### src/rtl/frame_buffer_reader.sv
// frame_buffer_reader: streams a frame from synchronous RAM into a 2-deep valid/ready pixel FIFO
module frame_buffer_reader #(
  parameter int IMG_WIDTH  = 320,
  parameter int IMG_HEIGHT = 240,
  parameter int ADDR_WIDTH = $clog2(IMG_WIDTH*IMG_HEIGHT),
  localparam int XW = (IMG_WIDTH  > 1) ? $clog2(IMG_WIDTH)  : 1,
  localparam int YW = (IMG_HEIGHT > 1) ? $clog2(IMG_HEIGHT) : 1
) (
  input  logic                  clk,
  input  logic                  reset,
  input  logic                  start,
  output logic                  busy,
  output logic                  done,
  output logic                  oe,
  output logic [ADDR_WIDTH-1:0] rAddr,
  input  logic [15:0]           rData,
  output logic                  m_valid,
  input  logic                  m_ready,
  output logic [15:0]           m_data,
  output logic [XW-1:0]         m_x,
  output logic [YW-1:0]         m_y,
  output logic                  m_sof,
  output logic                  m_eol,
  output logic                  m_eof
);
  typedef enum logic [1:0] {IDLE, READ, DRAIN} state_t;
  localparam int TW = XW + YW + 3;
  localparam logic [XW-1:0] X_LAST = XW'(IMG_WIDTH - 1);
  localparam logic [YW-1:0] Y_LAST = YW'(IMG_HEIGHT - 1);
  localparam logic [ADDR_WIDTH-1:0] A_LAST = ADDR_WIDTH'(IMG_WIDTH*IMG_HEIGHT - 1);
  state_t state, state_nxt;
  logic [XW-1:0] x_cnt;
  logic [YW-1:0] y_cnt;
  logic in_flight, pop, last_issue, eof_pop, wr_ptr, rd_ptr;
  logic [TW-1:0] tag_q;
  logic [TW+15:0] fifo_mem [2];
  logic [1:0] fifo_cnt;
  assign {m_eof, m_eol, m_sof, m_y, m_x, m_data} = fifo_mem[rd_ptr];
  // state register plus the registered completion pulse
  always_ff @(posedge clk) begin
    if (reset) begin
      state <= IDLE;
      done  <= 1'b0;
    end else begin
      state <= state_nxt;
      done  <= state == DRAIN && eof_pop;
    end
  end
  // next state: start launches a frame, last issue drains, eof handshake ends it
  always_comb begin
    state_nxt = state == IDLE ? (start ? READ : IDLE)
              : state == READ ? (last_issue ? DRAIN : READ)
              : (eof_pop ? IDLE : DRAIN);
  end
  // outputs: a read is issued only if the FIFO can still absorb it after this cycle's pop
  always_comb begin
    busy       = state != IDLE;
    m_valid    = fifo_cnt != 2'd0;
    pop        = m_valid & m_ready;
    oe         = state == READ && ({1'b0, fifo_cnt} + {2'b0, in_flight} - {2'b0, pop}) < 3'd2;
    last_issue = oe && rAddr == A_LAST;
    eof_pop    = pop && m_eof;
  end
  // issue side: address and pixel coordinates, tagged onto each read as it goes out
  always_ff @(posedge clk) begin
    if (reset) begin
      rAddr     <= '0;
      x_cnt     <= '0;
      y_cnt     <= '0;
      in_flight <= 1'b0;
      tag_q     <= '0;
    end else begin
      in_flight <= oe;
      if (state == IDLE && start) begin
        rAddr <= '0;
        x_cnt <= '0;
        y_cnt <= '0;
      end else if (oe) begin
        rAddr <= last_issue ? '0 : rAddr + ADDR_WIDTH'(1);
        x_cnt <= x_cnt == X_LAST ? '0 : x_cnt + XW'(1);
        y_cnt <= x_cnt == X_LAST ? (y_cnt == Y_LAST ? '0 : y_cnt + YW'(1)) : y_cnt;
        tag_q <= {last_issue, x_cnt == X_LAST, rAddr == '0, y_cnt, x_cnt};
      end
    end
  end
  // 2-entry pixel FIFO; returning data is dropped after reset because in_flight is cleared
  always_ff @(posedge clk) begin
    if (reset) begin
      wr_ptr      <= 1'b0;
      rd_ptr      <= 1'b0;
      fifo_cnt    <= 2'd0;
      fifo_mem[0] <= '0;
      fifo_mem[1] <= '0;
    end else begin
      if (in_flight) begin
        fifo_mem[wr_ptr] <= {tag_q, rData};
        wr_ptr           <= ~wr_ptr;
      end
      if (pop) rd_ptr <= ~rd_ptr;
      fifo_cnt <= fifo_cnt + {1'b0, in_flight} - {1'b0, pop};
    end
  end
endmodule

### config.mk
export PLATFORM = sky130hd
export DESIGN_NAME = frame_buffer_reader
export DESIGN_NICKNAME = d
export VERILOG_FILES = /design/src/rtl/frame_buffer_reader.sv
export SDC_FILE = /design/constraint.sdc
export NUM_CORES = 1
export LEC_CHECK = 0
export CAP_MARGIN = 20
export CORE_MARGIN = 1
export CORE_UTILIZATION = 30
export DETAILED_ROUTE_END_ITERATION = 6
export SLEW_MARGIN = 10
export SYNTH_ARGS = -nofsm -noshare
export SYNTH_HDL_FRONTEND = slang
export SYNTH_SLANG_ARGS = --single-unit
### constraint.sdc
create_clock -name clk -period 3.7 [get_ports clk]
set_input_delay 0.37 -clock clk [delete_from_list [all_inputs] [get_ports clk]]
set_output_delay 0.37 -clock clk [all_outputs]
set_load 0.01 [all_outputs]
# After elaboration in Yosys (flattened, before gate mapping)
# Memory sizes are Yosys's and may differ from the RTL's. A register that Yosys moved wholly into a read port is not among the register bits.
# Index checks and enable logic that the tools add are counted.
[classes] n_reduce_logical=13 addsub=7 div=0 magnitude_cmp=1 n_mux=18 shifts=0 mul=0 bitwise_logic=4 n_eq_ne=5
[op_table] cell="$mux 36" n=1
[op_table] cell="$reduce_or 36->1" n=1
[op_table] cell="$add 17x1->17 const B" n=1
[op_table] cell="$eq 17x17->1 const B" n=1
[op_table] cell="$logic_not 17->1" n=1
[op_table] cell="$mux 17" n=1
[op_table] cell="$mux 1" n=10
[op_table] cell="$add 9x1->9 const B" n=1
[op_table] cell="$eq 9x9->1 const B" n=1
[op_table] cell="$mux 9" n=1
[op_table] cell="$add 8x1->8 const B" n=1
[op_table] cell="$eq 8x8->1 const B" n=1
[op_table] cell="$mux 2" n=4
[op_table] cell="$mux 8" n=1
[op_table] cell="$logic_and 1x1->1" n=5
[op_table] cell="$reduce_and 2->1" n=2
[op_table] cell="$reduce_bool 2->1" n=2
[op_table] cell="$add 2x1->3" n=1
[op_table] cell="$lt 3x2->1 const B" n=1
[op_table] cell="$not 1->1" n=3
[op_table] cell="$sub 3x1->3" n=1
[op_table] cell="$add 2x1->2" n=1
[op_table] cell="$eq 2x1->1 const B" n=1
[op_table] cell="$eq 2x2->1 const B" n=1
[op_table] cell="other kinds (4)" n=4
[totals] latchBits=0 in_bits=20 n_memories=1 mem_bits_rw=72 romBits=0 reg_bits=62
[mem_list] name="fifo_mem" depth=2 width=36 read_ports=1 rd_clocked_by_memory_dff=1 wr=2 line_no="36" source="logic [TW+15:0] fifo_mem [2];"

# Depth between registers and ports, before layout
[depth] ltp_word=9 ltp_mapped=11 ltp_nobuf=10

# Worst setup path before layout
# OpenSTA, ideal clock, no wires.
[synth_path] path_kind="register to register" from="register fifo_cnt[1]" to="register rAddr[1]" required_time_ns=3.583 stages_incl_launch_ff=10 setup_ns=0.117 slack_ns=0.766 period_less_slack_ns=2.934 arrival_time_ns=2.817 cell_sequence="dfxtp_1 > o21a_1 > ha_1 > inv_1 > ha_1 > fa_1 > nor3b_2 > nand2_1 > or4_1 > a22o_1"
[synth_between] elab_chain_cells=7 word_cells_on_any_way=8 cone_classes="2 x add/sub; 1 x order compare; 1 x mux; 1 x bitwise; 3 x reduce/logical"
[synth_rtl] item="start, declared" line_no="37" source="logic [1:0] fifo_cnt;"
[synth_rtl] item="start signal, assigned" line_no="100" source="fifo_cnt <= fifo_cnt + {1'b0, in_flight} - {1'b0, pop};"
[synth_rtl] item="$reduce_bool 2->1 *" line_no="58" source="m_valid = fifo_cnt != 2'd0;"
[synth_rtl] item="$and 1x1->1 *" line_no="59" source="pop = m_valid & m_ready;"
[synth_rtl] item="named net pop" line_no="34" source="logic in_flight, pop, last_issue, eof_pop, wr_ptr, rd_ptr;"
[synth_rtl] item="$sub 3x1->3 *" line_no="60" source="oe = state == READ && ({1'b0, fifo_cnt} + {2'b0, in_flight} - {2'b0, pop}) < 3'd2;"
[synth_rtl] item="$lt 3x2->1 *" line_no="60"
[synth_rtl] item="$logic_and 1x1->1 *" line_no="60"
[synth_rtl] item="$logic_and 1x1->1" line_no="61" source="last_issue = oe && rAddr == A_LAST;"
[synth_rtl] item="$mux 17" line_no="79" source="rAddr <= last_issue ? '0 : rAddr + ADDR_WIDTH'(1);"
[synth_rtl] item="end signal, assigned" line_no="79"
[synth_rtl] item="end, declared" line_no="15" source="output logic [ADDR_WIDTH-1:0] rAddr,"
# The timed path passes the listed nets; every way through them passes the cells marked *.
# A chain may end at the register's enable or synchronous reset.

# Worst setup path in the final report
[layout_path] from="register fifo_cnt[1]" to="output port oe"
[layout_between] elab_chain_cells=5 word_cells_on_any_way=6 cone_classes="2 x add/sub; 1 x order compare; 1 x bitwise; 2 x reduce/logical"
[layout_rtl] item="$reduce_bool 2->1" line_no="58"
[layout_rtl] item="$and 1x1->1" line_no="59"
[layout_rtl] item="named net pop" line_no="34"
[layout_rtl] item="$sub 3x1->3" line_no="60"
[layout_rtl] item="$lt 3x2->1" line_no="60"
[layout_rtl] item="$logic_and 1x1->1" line_no="60"
[layout_rtl] item="end, declared" line_no="14" source="output logic oe,"
# The timed path passes the listed nets, and every way through them passes these cells.

==> metrics.txt <==
result of the run complete, no violations; worst path arrival time 3040 ps; combinational family with the most area after synthesis simple AND/OR/NAND/NOR gates; Clk Tree Root Cell clkbuf_16; largest net degree at the start of global routing 37; Skew-Pair Late Insertion Delay 420 ps; RSZ-0062 raised after global routing false; nets@finish 633; Synth Area in Compound Gates 0.0697; total CTS buffers 17; Post-Syn Area per Cell 11.3 um^2; layout cells sized above 1 0.155; reg2reg setup slack 550 ps; min-delay src tag_q[0]; Hold EP tag_q[0]; WL/cell 14.5 um; DRC 0; FFs w/ async S/R, synth 0; Post-Synthesis Cells 525; R2R Path Start fifo_cnt[1]; Crit. End Element primary output; Yosys cell types 54; placed cells 852; Slew HR 0.311; post-synthesis xor/xnor area fraction 0.0234; total of max-cap violations 0; ant diodes 0; Setup Skew 7.62 ps; synthesis-to-layout area growth 28.1%; Primary FF master, synth edfxtp_1; HP Class reg -> reg; measured slew at the worst slew-check pin 1020 ps; Die X 143 um; sequential cell area fraction in the yosys report 0.576; P_leak 2.64 nW; CTS tree yes; Fin Setup TNS 0 ps; Vias 4,226; remaining antenna violation count after routing 0; clock sink count 135; Worst-path clk slew 60 ps; Final Cell Area 7610 um^2; Ys Warns 0; initial DRC count 215; kind of critical path reg -> out; core area 19,500 um^2; vias per cell 4.78; CTS Hold Bufs 0; minimum clock period 3410 ps; antenna violations before repair 0; HPWL after detailed placement 8240 um; register bit count reported by yosys 135; worst-path fanout max 4; H-tree depth 4; clock buffer depth 2; number of post-CTS setup repair buffers 0; syn_nets 552; Hold Path Stages 2; final wirelength 12,800 um; worst vdd ir 0.306 mV; Post-synth EDFFs 72; Final Instance Count excl. Fillers 884; placed cell area 7030 um^2; Cell Area, Synth 5940 um^2; Max Fclk 294 MHz; Post-Synth Simple-Gate Area 0.218; Rows 51; reg2reg end y_cnt[4]; Hold WS 462 ps; initial core utilization 0.305; # IOs 77; Total GRT Usage 0.131; PD cells 581 nW/um^2; full die area 20,400 um^2; Period Utilization, post-route 0.920; Slew Limit Fails 0; worst r2r path cells 9; IO buf count 76; 1st-pass router iterations 4; Final Hold Fails 0; global-route wire length before repair 20,600 um; vias in the first global route 4,246; Post-Synth Adder-Cell Area 0.0160; post-cts resize count 0; CP startpoint kind register; WP data required 3330 ps; mux cell area share after synthesis 0.0699; Setup violations, final 0; GR Overflow Total 0; GP Congestion 0.767; Die Span Y 143 um
==> synth_stat cells (all sizes together) (7+ instances only) <==
cell    instances  area [um^2]
or3             8         55.1
and2           74          463
xnor2           8         70.1
nand3          17         85.1
mux2           36          405
nand4           7         43.8
nor2           12         45.0
nor4            7         43.8
nor3           13         70.1
nand2          53          201
dfxtp          63         1260
clkbuf         20         75.1
inv            12         45.0
buf             7         36.3
edfxtp         72         2160
xor2            7         68.8
a21oi          27          135
==> worst max-delay path by stage <==
| stage | startpoint | end | depth (start not counted) |
|---|---|---|---|
| after floorplan | fifo_cnt[1] | rAddr[1] | 9 |
| after global placement | m_ready | y_cnt[4] | 10 |
| after detailed placement | m_ready | y_cnt[5] | 11 |
| after CTS | fifo_cnt[1] | oe | 9 |
| after global routing | fifo_cnt[1] | oe | 9 |
| final | fifo_cnt[1] | oe | 9 |
==> flip-flops by register name (all words and copies together) (netlist names), named ones only <==
name	cells
tag_q	20
fifo_cnt	2
in_flight	1
rAddr	17
done	1
rd_ptr	1
y_cnt	8
state	2
x_cnt	9
fifo_mem	72
wr_ptr	1
==> power breakdown <==
| part | leakage (nW) | internal [W] | total [W] | switching, W |
|---|---|---|---|---|
| sequential | 1.26 | 0.00170 | 0.00181 | 0.000110 |
| combinational | 1.09 | 0.000493 | 0.000963 | 0.000470 |
| clock | 0.287 | 0.000927 | 0.00165 | 0.000718 |
| total | 2.64 | 0.00312 | 0.00442 | 0.00130 |
==> stage by stage <==
| step | utilization | setup slack (ps) | total power [W] |
|---|---|---|---|
| finish | 0.391 | 295 | 0.00442 |
| detailed placement | 0.361 | 253 | 0.00282 |
| global route | 0.391 | 121 | 0.00461 |
| CTS | 0.391 | 236 | 0.00447 |
| floorplan | - | 766 | 0.00235 |
| global placement | 0.361 | 320 | 0.00281 |
==> worst max-delay path: stages (launching register included) <==
cell,delay (ps)
dfxtp_1,380
o21a_1,250
ha_1,290
inv_1,40
ha_1,190
fa_1,490
nor3b_2,210
nand2_1,110
inv_1,110
clkdlybuf4s50_1,540
==> area by class of cell <==
cell class	count	area, um^2
Timing Repair Buffer	89	858
Multi-Input combinational cell	351	2370
Tap cell	265	332
Sequential cell	135	3420
Inverter	12	45.0
Clock buffer	18	450
Clock inverter	14	129
Fill cell	1874	11900
==> cell families after synthesis <==
group	after synthesis
xor+xnor	15
buf+inv	39
simple gates	228
compound gates	64
fa+ha+maj	7
flops	135
mux	37
==> cell usage in the layout (no fill, tap or decap), types with 8 or more instances in the layout <==
cell type / Yosys / routed
clkdlybuf4s50_1: 0 / 76
and2_1: 74 / 74
edfxtp_1: 72 / 72
dfxtp_1: 63 / 62
nand2_1: 52 / 52
mux2_2: 36 / 36
a21oi_1: 27 / 27
clkbuf_16: 0 / 18
nand3_1: 17 / 17
buf_4: 0 / 13
inv_1: 12 / 12
nor2_1: 12 / 12
nor3_1: 12 / 12
xnor2_1: 8 / 8
==> routing by layer <==
layer  part of all wire  routed length (um)  track usage  vias to the layer above
met3              0.042                 535       0.0345                       13
met4              0.012                 159       0.0521                        0
met2               0.48                6170        0.220                       87
met1               0.47                5970        0.159                     2067
li1                   -                   -            -                     2059
met5                  0                   0            0                        -
Note: power is estimated with default switching activity, not from simulation.
